File: src/rtl/data_cache_controller.sv
// Direct-mapped, write-back, write-allocate controller for the data-cache arrays and the word-serial memory port.
// Define DCACHE_PERF_COUNTERS_EN to add the saturating hit_count_o / miss_count_o outputs.
module data_cache_controller #(
    parameter int CACHE_SIZE = 8192,
    parameter int BLOCK_SIZE = 16,
    localparam int WORDS  = BLOCK_SIZE / 4,
    localparam int INDEX  = $clog2(CACHE_SIZE / BLOCK_SIZE),
    localparam int OFFSET = $clog2(WORDS),
    localparam int TAG    = 30 - INDEX - OFFSET
) (
    input  logic           clk_i,
    input  logic           rst_i,
    input  logic           cpu_read_i,
    input  logic           cpu_write_i,
    input  logic [31:0]    cpu_address_i,
    input  logic [3:0]     cpu_byte_write_i,
    input  logic [31:0]    cpu_data_i,
    output logic           cpu_ready_o,
    output logic           cpu_done_o,
    output logic [31:0]    cpu_data_o,
    output logic [31:0]    cache_rw_address_o,
    output logic [31:0]    cache_read_address_o,
    // enable vectors are {tag, valid, dirty, data}; cache_read_o[7:4] is port 1; status is {valid, dirty}
    output logic [3:0]     cache_write_o,
    output logic [3:0]     cache_byte_write_o,
    output logic [31:0]    cache_write_data_o,
    output logic [1:0]     cache_status_o,
    output logic [7:0]     cache_read_o,
    input  logic [31:0]    cache_read_data_i,
    input  logic [TAG-1:0] cache_read_tag_i,
    input  logic [1:0]     cache_dirty_i,
    input  logic [1:0]     cache_hit_i,
    output logic [31:0]    mem_address_o,
    output logic           mem_read_o,
    output logic           mem_write_o,
    output logic [31:0]    mem_data_o,
    input  logic [31:0]    mem_data_i,
    input  logic           mem_valid_i,
    input  logic           mem_done_i
`ifdef DCACHE_PERF_COUNTERS_EN
    ,
    output logic [31:0]    hit_count_o,
    output logic [31:0]    miss_count_o
`endif
);

    localparam int EN_DATA  = 0;
    localparam int EN_DIRTY = 1;
    localparam int EN_VALID = 2;
    localparam int EN_TAG   = 3;

    typedef enum logic [2:0] {INIT, IDLE, COMPARE, WB_READ, WB_SEND, ALLOC, REPLAY} state_t;

    state_t            state;
    logic [INDEX-1:0]  init_index;
    logic [OFFSET-1:0] word;
    logic [31:2]       req_addr;
    logic [3:0]        req_be;
    logic [31:0]       req_data;
    logic              req_write;
    logic              first_compare;
    logic [TAG-1:0]    victim_tag;
    logic [31:0]       wb_data;
    logic              wb_held;

    logic [TAG-1:0]    req_tag;
    logic [INDEX-1:0]  req_index;
    logic              cpu_req;
    logic              hit;
    logic              last_word;
    logic              unused_ok;

    assign req_tag   = req_addr[31 -: TAG];
    assign req_index = req_addr[2+OFFSET +: INDEX];
    assign cpu_req   = cpu_read_i | cpu_write_i;
    assign hit       = cache_hit_i[1];
    assign last_word = (word == OFFSET'(WORDS - 1));
    assign unused_ok = ^{cpu_address_i[1:0], cache_dirty_i[0], cache_hit_i[0]};

    // The arrays answer one cycle after a read is issued, so array and memory
    // strobes are decoded from the state to meet the one-cycle hit latency.
    always_comb begin
        cpu_ready_o          = 1'b0;
        cpu_done_o           = 1'b0;
        cpu_data_o           = '0;
        cache_rw_address_o   = '0;
        cache_read_address_o = '0;
        cache_write_o        = '0;
        cache_byte_write_o   = '0;
        cache_write_data_o   = '0;
        cache_status_o       = '0;
        cache_read_o         = '0;
        mem_address_o        = '0;
        mem_read_o           = 1'b0;
        mem_write_o          = 1'b0;
        mem_data_o           = '0;
        if (!rst_i) begin
            case (state)
                INIT: begin
                    cache_write_o[EN_VALID] = 1'b1;
                    cache_write_o[EN_DIRTY] = 1'b1;
                    cache_rw_address_o      = {{TAG{1'b0}}, init_index, {OFFSET{1'b0}}, 2'b00};
                end
                IDLE: begin
                    cpu_ready_o = 1'b1;
                    if (cpu_req) begin
                        cache_read_o[7:4]    = 4'hF;
                        cache_read_address_o = {cpu_address_i[31:2], 2'b00};
                    end
                end
                COMPARE: begin
                    if (hit) begin
                        cpu_done_o = 1'b1;
                        if (req_write) begin
                            cache_write_o[EN_DATA]  = 1'b1;
                            cache_write_o[EN_DIRTY] = 1'b1;
                            cache_byte_write_o      = req_be;
                            cache_write_data_o      = req_data;
                            cache_status_o          = 2'b11;
                            cache_rw_address_o      = {req_addr, 2'b00};
                        end else begin
                            cpu_data_o = cache_read_data_i;
                        end
                    end
                end
                WB_READ: begin
                    cache_read_o[4+EN_DATA] = 1'b1;
                    cache_read_address_o    = {victim_tag, req_index, word, 2'b00};
                end
                WB_SEND: begin
                    mem_write_o   = 1'b1;
                    mem_address_o = {victim_tag, req_index, word, 2'b00};
                    mem_data_o    = wb_held ? wb_data : cache_read_data_i;
                end
                ALLOC: begin
                    mem_read_o    = 1'b1;
                    mem_address_o = {req_tag, req_index, word, 2'b00};
                    if (mem_valid_i) begin
                        cache_write_o[EN_DATA] = 1'b1;
                        cache_byte_write_o     = 4'hF;
                        cache_write_data_o     = mem_data_i;
                        cache_rw_address_o     = {req_tag, req_index, word, 2'b00};
                        if (last_word) begin
                            cache_write_o[EN_TAG]   = 1'b1;
                            cache_write_o[EN_VALID] = 1'b1;
                            cache_write_o[EN_DIRTY] = 1'b1;
                            cache_status_o          = 2'b10;
                        end
                    end
                end
                REPLAY: begin
                    cache_read_o[7:4]    = 4'hF;
                    cache_read_address_o = {req_addr, 2'b00};
                end
                default: ;
            endcase
        end
    end

    // The victim word is captured on its first send cycle so the memory sees
    // stable data however long the write acknowledge takes.
    always_ff @(posedge clk_i) begin
        if (rst_i) begin
            state         <= INIT;
            init_index    <= '0;
            word          <= '0;
            req_addr      <= '0;
            req_be        <= '0;
            req_data      <= '0;
            req_write     <= 1'b0;
            first_compare <= 1'b0;
            victim_tag    <= '0;
            wb_data       <= '0;
            wb_held       <= 1'b0;
        end else begin
            case (state)
                INIT: begin
                    init_index <= init_index + INDEX'(1);
                    if (init_index == '1) state <= IDLE;
                end
                IDLE: begin
                    if (cpu_req) begin
                        req_addr      <= cpu_address_i[31:2];
                        req_be        <= cpu_byte_write_i;
                        req_data      <= cpu_data_i;
                        req_write     <= cpu_write_i;
                        first_compare <= 1'b1;
                        state         <= COMPARE;
                    end
                end
                COMPARE: begin
                    first_compare <= 1'b0;
                    if (hit) begin
                        state <= IDLE;
                    end else if (cache_dirty_i[1]) begin
                        victim_tag <= cache_read_tag_i;
                        state      <= WB_READ;
                    end else begin
                        state <= ALLOC;
                    end
                end
                WB_READ: begin
                    wb_held <= 1'b0;
                    state   <= WB_SEND;
                end
                WB_SEND: begin
                    if (!wb_held) begin
                        wb_held <= 1'b1;
                        wb_data <= cache_read_data_i;
                    end
                    if (mem_done_i) begin
                        word  <= word + OFFSET'(1);
                        state <= last_word ? ALLOC : WB_READ;
                    end
                end
                ALLOC: begin
                    if (mem_valid_i) begin
                        word <= word + OFFSET'(1);
                        if (last_word) state <= REPLAY;
                    end
                end
                REPLAY: state <= COMPARE;
                default: state <= INIT;
            endcase
        end
    end

`ifdef DCACHE_PERF_COUNTERS_EN
    // Only the first lookup of a request counts; the post-refill replay does not.
    always_ff @(posedge clk_i) begin
        if (rst_i) begin
            hit_count_o  <= '0;
            miss_count_o <= '0;
        end else if (state == COMPARE && first_compare) begin
            if (hit) begin
                if (hit_count_o != '1) hit_count_o <= hit_count_o + 32'd1;
            end else begin
                if (miss_count_o != '1) miss_count_o <= miss_count_o + 32'd1;
            end
        end
    end
`endif

endmodule

File: config.mk
export PLATFORM = sky130hd
export DESIGN_NAME = data_cache_controller
export DESIGN_NICKNAME = d
export VERILOG_FILES = /design/src/rtl/data_cache_controller.sv
export SDC_FILE = /design/constraint.sdc
export NUM_CORES = 1
export LEC_CHECK = 0
export CAP_MARGIN = 20
export CORE_MARGIN = 2
export CORE_UTILIZATION = 36
export CTS_CLUSTER_DIAMETER = 30
export DETAILED_ROUTE_END_ITERATION = 12
export PLACE_DENSITY = 0.74
export SYNTH_ARGS = -nofsm -noshare
export SYNTH_HDL_FRONTEND = slang
export SYNTH_SLANG_ARGS = --single-unit
File: constraint.sdc
create_clock -name clk_i -period 7.05 [get_ports clk_i]
set_input_delay 2.115 -clock clk_i [delete_from_list [all_inputs] [get_ports clk_i]]
set_output_delay 2.115 -clock clk_i [all_outputs]
set_load 0.01 [all_outputs]
==> qor.csv <==
metric,value,unit
grt-ovfl-total,0,
setup_tns,0,ns
whs_endpoint,req_data[9],
postSynthCellCount,967,
place.port_buffers,360,
skew,0.01037,ns
ys_seq_elements,133,
gr-usage-met2,42.94,%
period_needed,6.398,ns
cts_tree,yes,
critPathKind,input port to output port,
drv_slew,0,
crit_arrival,4.28,ns
p_leak,3.865,nW
io_pins,375,
end_kind,output port,
timing.slew.headroom,29.33,%
clk_pin_slew,0.06,ns
cts_resized,0,
rsz0062_at_grt,false,
ys.flop_type,dfxtp_1,
fin_nets,1445,
critPathMaxFanout,29,
worstReg2RegEnd,victim_tag[11],
rr_startpoint,state[1],
cts_root_buffer,clkbuf_16,
wl,27.49,mm
numCtsBuffers,17,
synth.most_common_cell,nand2_1,
drc,0,
synth_commonest_cells,"nand2_1, dfxtp_1, a21oi_1",
async_flop_share,0,%
grt.busiest_layer,met2,
htreeDepth,4,
hold_buffers,0,
synth_cell_types,44,
clkSinkCount,133,
avgSynthCellArea,7.458,µm²
area_growth,59.14,%
synth.largest_area_cell,dfxtp_1,
yosysWarnings,0,
routedWlPerCell,17.62,µm
clk_latency,0.40,ns
cts_setup_buffers,0,
worstSetupStartpointType,input port,
track_usage,25.13,%
ys_seq_area_share,36.92,%
die_w,145.5,µm
power_density,238.6,nW/µm²
hold_viol,0,
dp.final_hpwl,19.16,mm
worstMarginPinSlew,1.060,ns
antenna_found_initial,1,
multiInputGateArea,4167,µm²
grt_pass1_wl,43.01,mm
post-route-util,58.59,%
path_cells,clkdlybuf4s50_1 -> nand3b_1 -> nor2_4 -> o21ba_4 -> a22o_1 -> clkdlybuf4s50_1,
grt_start_max_net_pins,67,
r2r_slack,4.48,ns
place_inst,1527,
status,"complete, no violations",
fillers,1882,
synth_edf_count,0,
cap_violations,0,
use_met3,7.806,%
timing.hold.ws,0.4534,ns
start_util,36.81,%
reg2reg_depth,4,
cp_slowest_stage_delay,0.57,ns
gp_congestion,0.8171,
fp.dieH,145.5,µm
seqCellArea,2665,µm²
drive_gt1_share,5.564,%
setup_viol,0,
vias,7997,
synth_area_leaders,"dfxtp_1, nand2_1, a21oi_1, a22o_1, mux2i_1",
core_area,19590,µm²
post-route-period-util,90.75,%
hold_start,req_data[9],
fmax,0.1563,GHz
antenna_left,0,
rows,51,
syn_area,7212,µm²
ir_worst_vdd,0.1850,mV
final_cells,1560,
cpMostUsedCell,clkdlybuf4s50_1,
synth.top_cell.area_share,36.92,%
grt_use_met1,30.91,%
dieArea,21180,µm²
slowest_stage,clkdlybuf4s50_1,
hold_path.class,flop to flop,
crit_required,4.93,ns
viasPerCell,5.126,
first_pass_iters,5,
first_iter_violations,322,
grt_pass1_vias,7698,
holdPathStages,2,
clockBufferDepth,2,
cell usage in the layout (no fill, tap or decap), drive strengths merged, types with 3 or more instances in the layout:
| master | count |
|---|---|
| nor2 | 110 |
| xor2 | 3 |
| nand2b | 4 |
| clkbuf | 18 |
| nand4 | 4 |
| mux2i | 52 |
| nand3b | 3 |
| nor2b | 3 |
| or2 | 3 |
| o21ai | 6 |
| and2 | 63 |
| clkinvlp | 7 |
| buf | 21 |
| xnor2 | 4 |
| clkinv | 4 |
| a22oi | 35 |
| conb | 10 |
| nor3 | 9 |
| ha | 3 |
| nand2 | 216 |
| dfxtp | 133 |
| a22o | 62 |
| nand3 | 4 |
| inv | 8 |
| clkdlybuf4s50 | 359 |
| a21oi | 126 |
registers in the layout, summed over array words and instances, names as in the netlist:
register,flops
req_data,32
wb_data,32
req_addr,30
victim_tag,19
init_index,9
req_be,4
state,3
word,2
req_write,1
wb_held,1
logic make-up after synthesis:
kind of cell	count (synthesis)	share of synthesized area, %
other	1	0.05200
adders and majority gates	3	0.5205
xor gates and xnor gates	7	0.8501
muxes	52	7.217
and+or+nand+nor	430	26.20
AOI/OAI and AO/OA	242	21.84
buffers and inverters	99	6.402
DFF	133	36.92
where the power goes:
group,leakage (nW),internal [W],switching [W]
combinational,2.54,0.000402,0.000497
clock,0.247,0.000460,0.000354
sequential,1.08,0.000873,0.000151
total,3.86,0.00174,0.00100
cell type report:
cell class / instances / share of cell area (%)
Multi-Input combinational cell: 744 / 36.30
Clock buffer: 18 / 3.826
Antenna cell: 1 / 0.02180
Sequential cell: 133 / 23.22
Tap cell: 265 / 2.889
Timing Repair Buffer: 380 / 32.68
Inverter: 5 / 0.1635
Clock inverter: 14 / 0.8939
worst max path at each step:
| stage | from | end | slack [ns] | depth (start not counted) |
|---|---|---|---|---|
| after global routing | cache_hit_i[1] | cache_write_data_o[20] | 0.50 | 7 |
| after floorplan | cache_hit_i[1] | cache_write_data_o[21] | 1.77 | 6 |
| after CTS | cache_hit_i[1] | cache_write_data_o[20] | 0.63 | 7 |
| final | cache_hit_i[1] | cache_rw_address_o[5] | 0.65 | 6 |
| after global placement | cache_hit_i[1] | cache_write_data_o[20] | 0.67 | 7 |
| after detailed placement | cache_hit_i[1] | cache_write_data_o[20] | 0.63 | 7 |
metal layers:
metal | wire length [µm] | share of wire (%)
met5 | 0 | 0
met1 | 11640 | 42
met2 | 13410 | 49
met3 | 2148 | 7.8
met4 | 289 | 1.1
critical path, delay by kind of cell:
family | cells | cell delay (ns)
AO/OA/AOI/OAI | 2 | 0.62
buffers and inverters | 2 | 1.13
AND/OR/NAND/NOR | 2 | 0.41
metrics by stage:
step           worst slack, ns  total power (W)  instance area [µm²]
2_1_floorplan            1.774         0.001557                 7246
3_3_place_gp            0.6698         0.001926                10930
3_5_place_dp            0.6338         0.001942                10930
4_1_cts                 0.6317         0.002765                11470
5_1_grt                 0.5048         0.002887                11480
6_report                0.6521         0.002738                11480
Note: power is estimated with default switching activity, not from simulation.
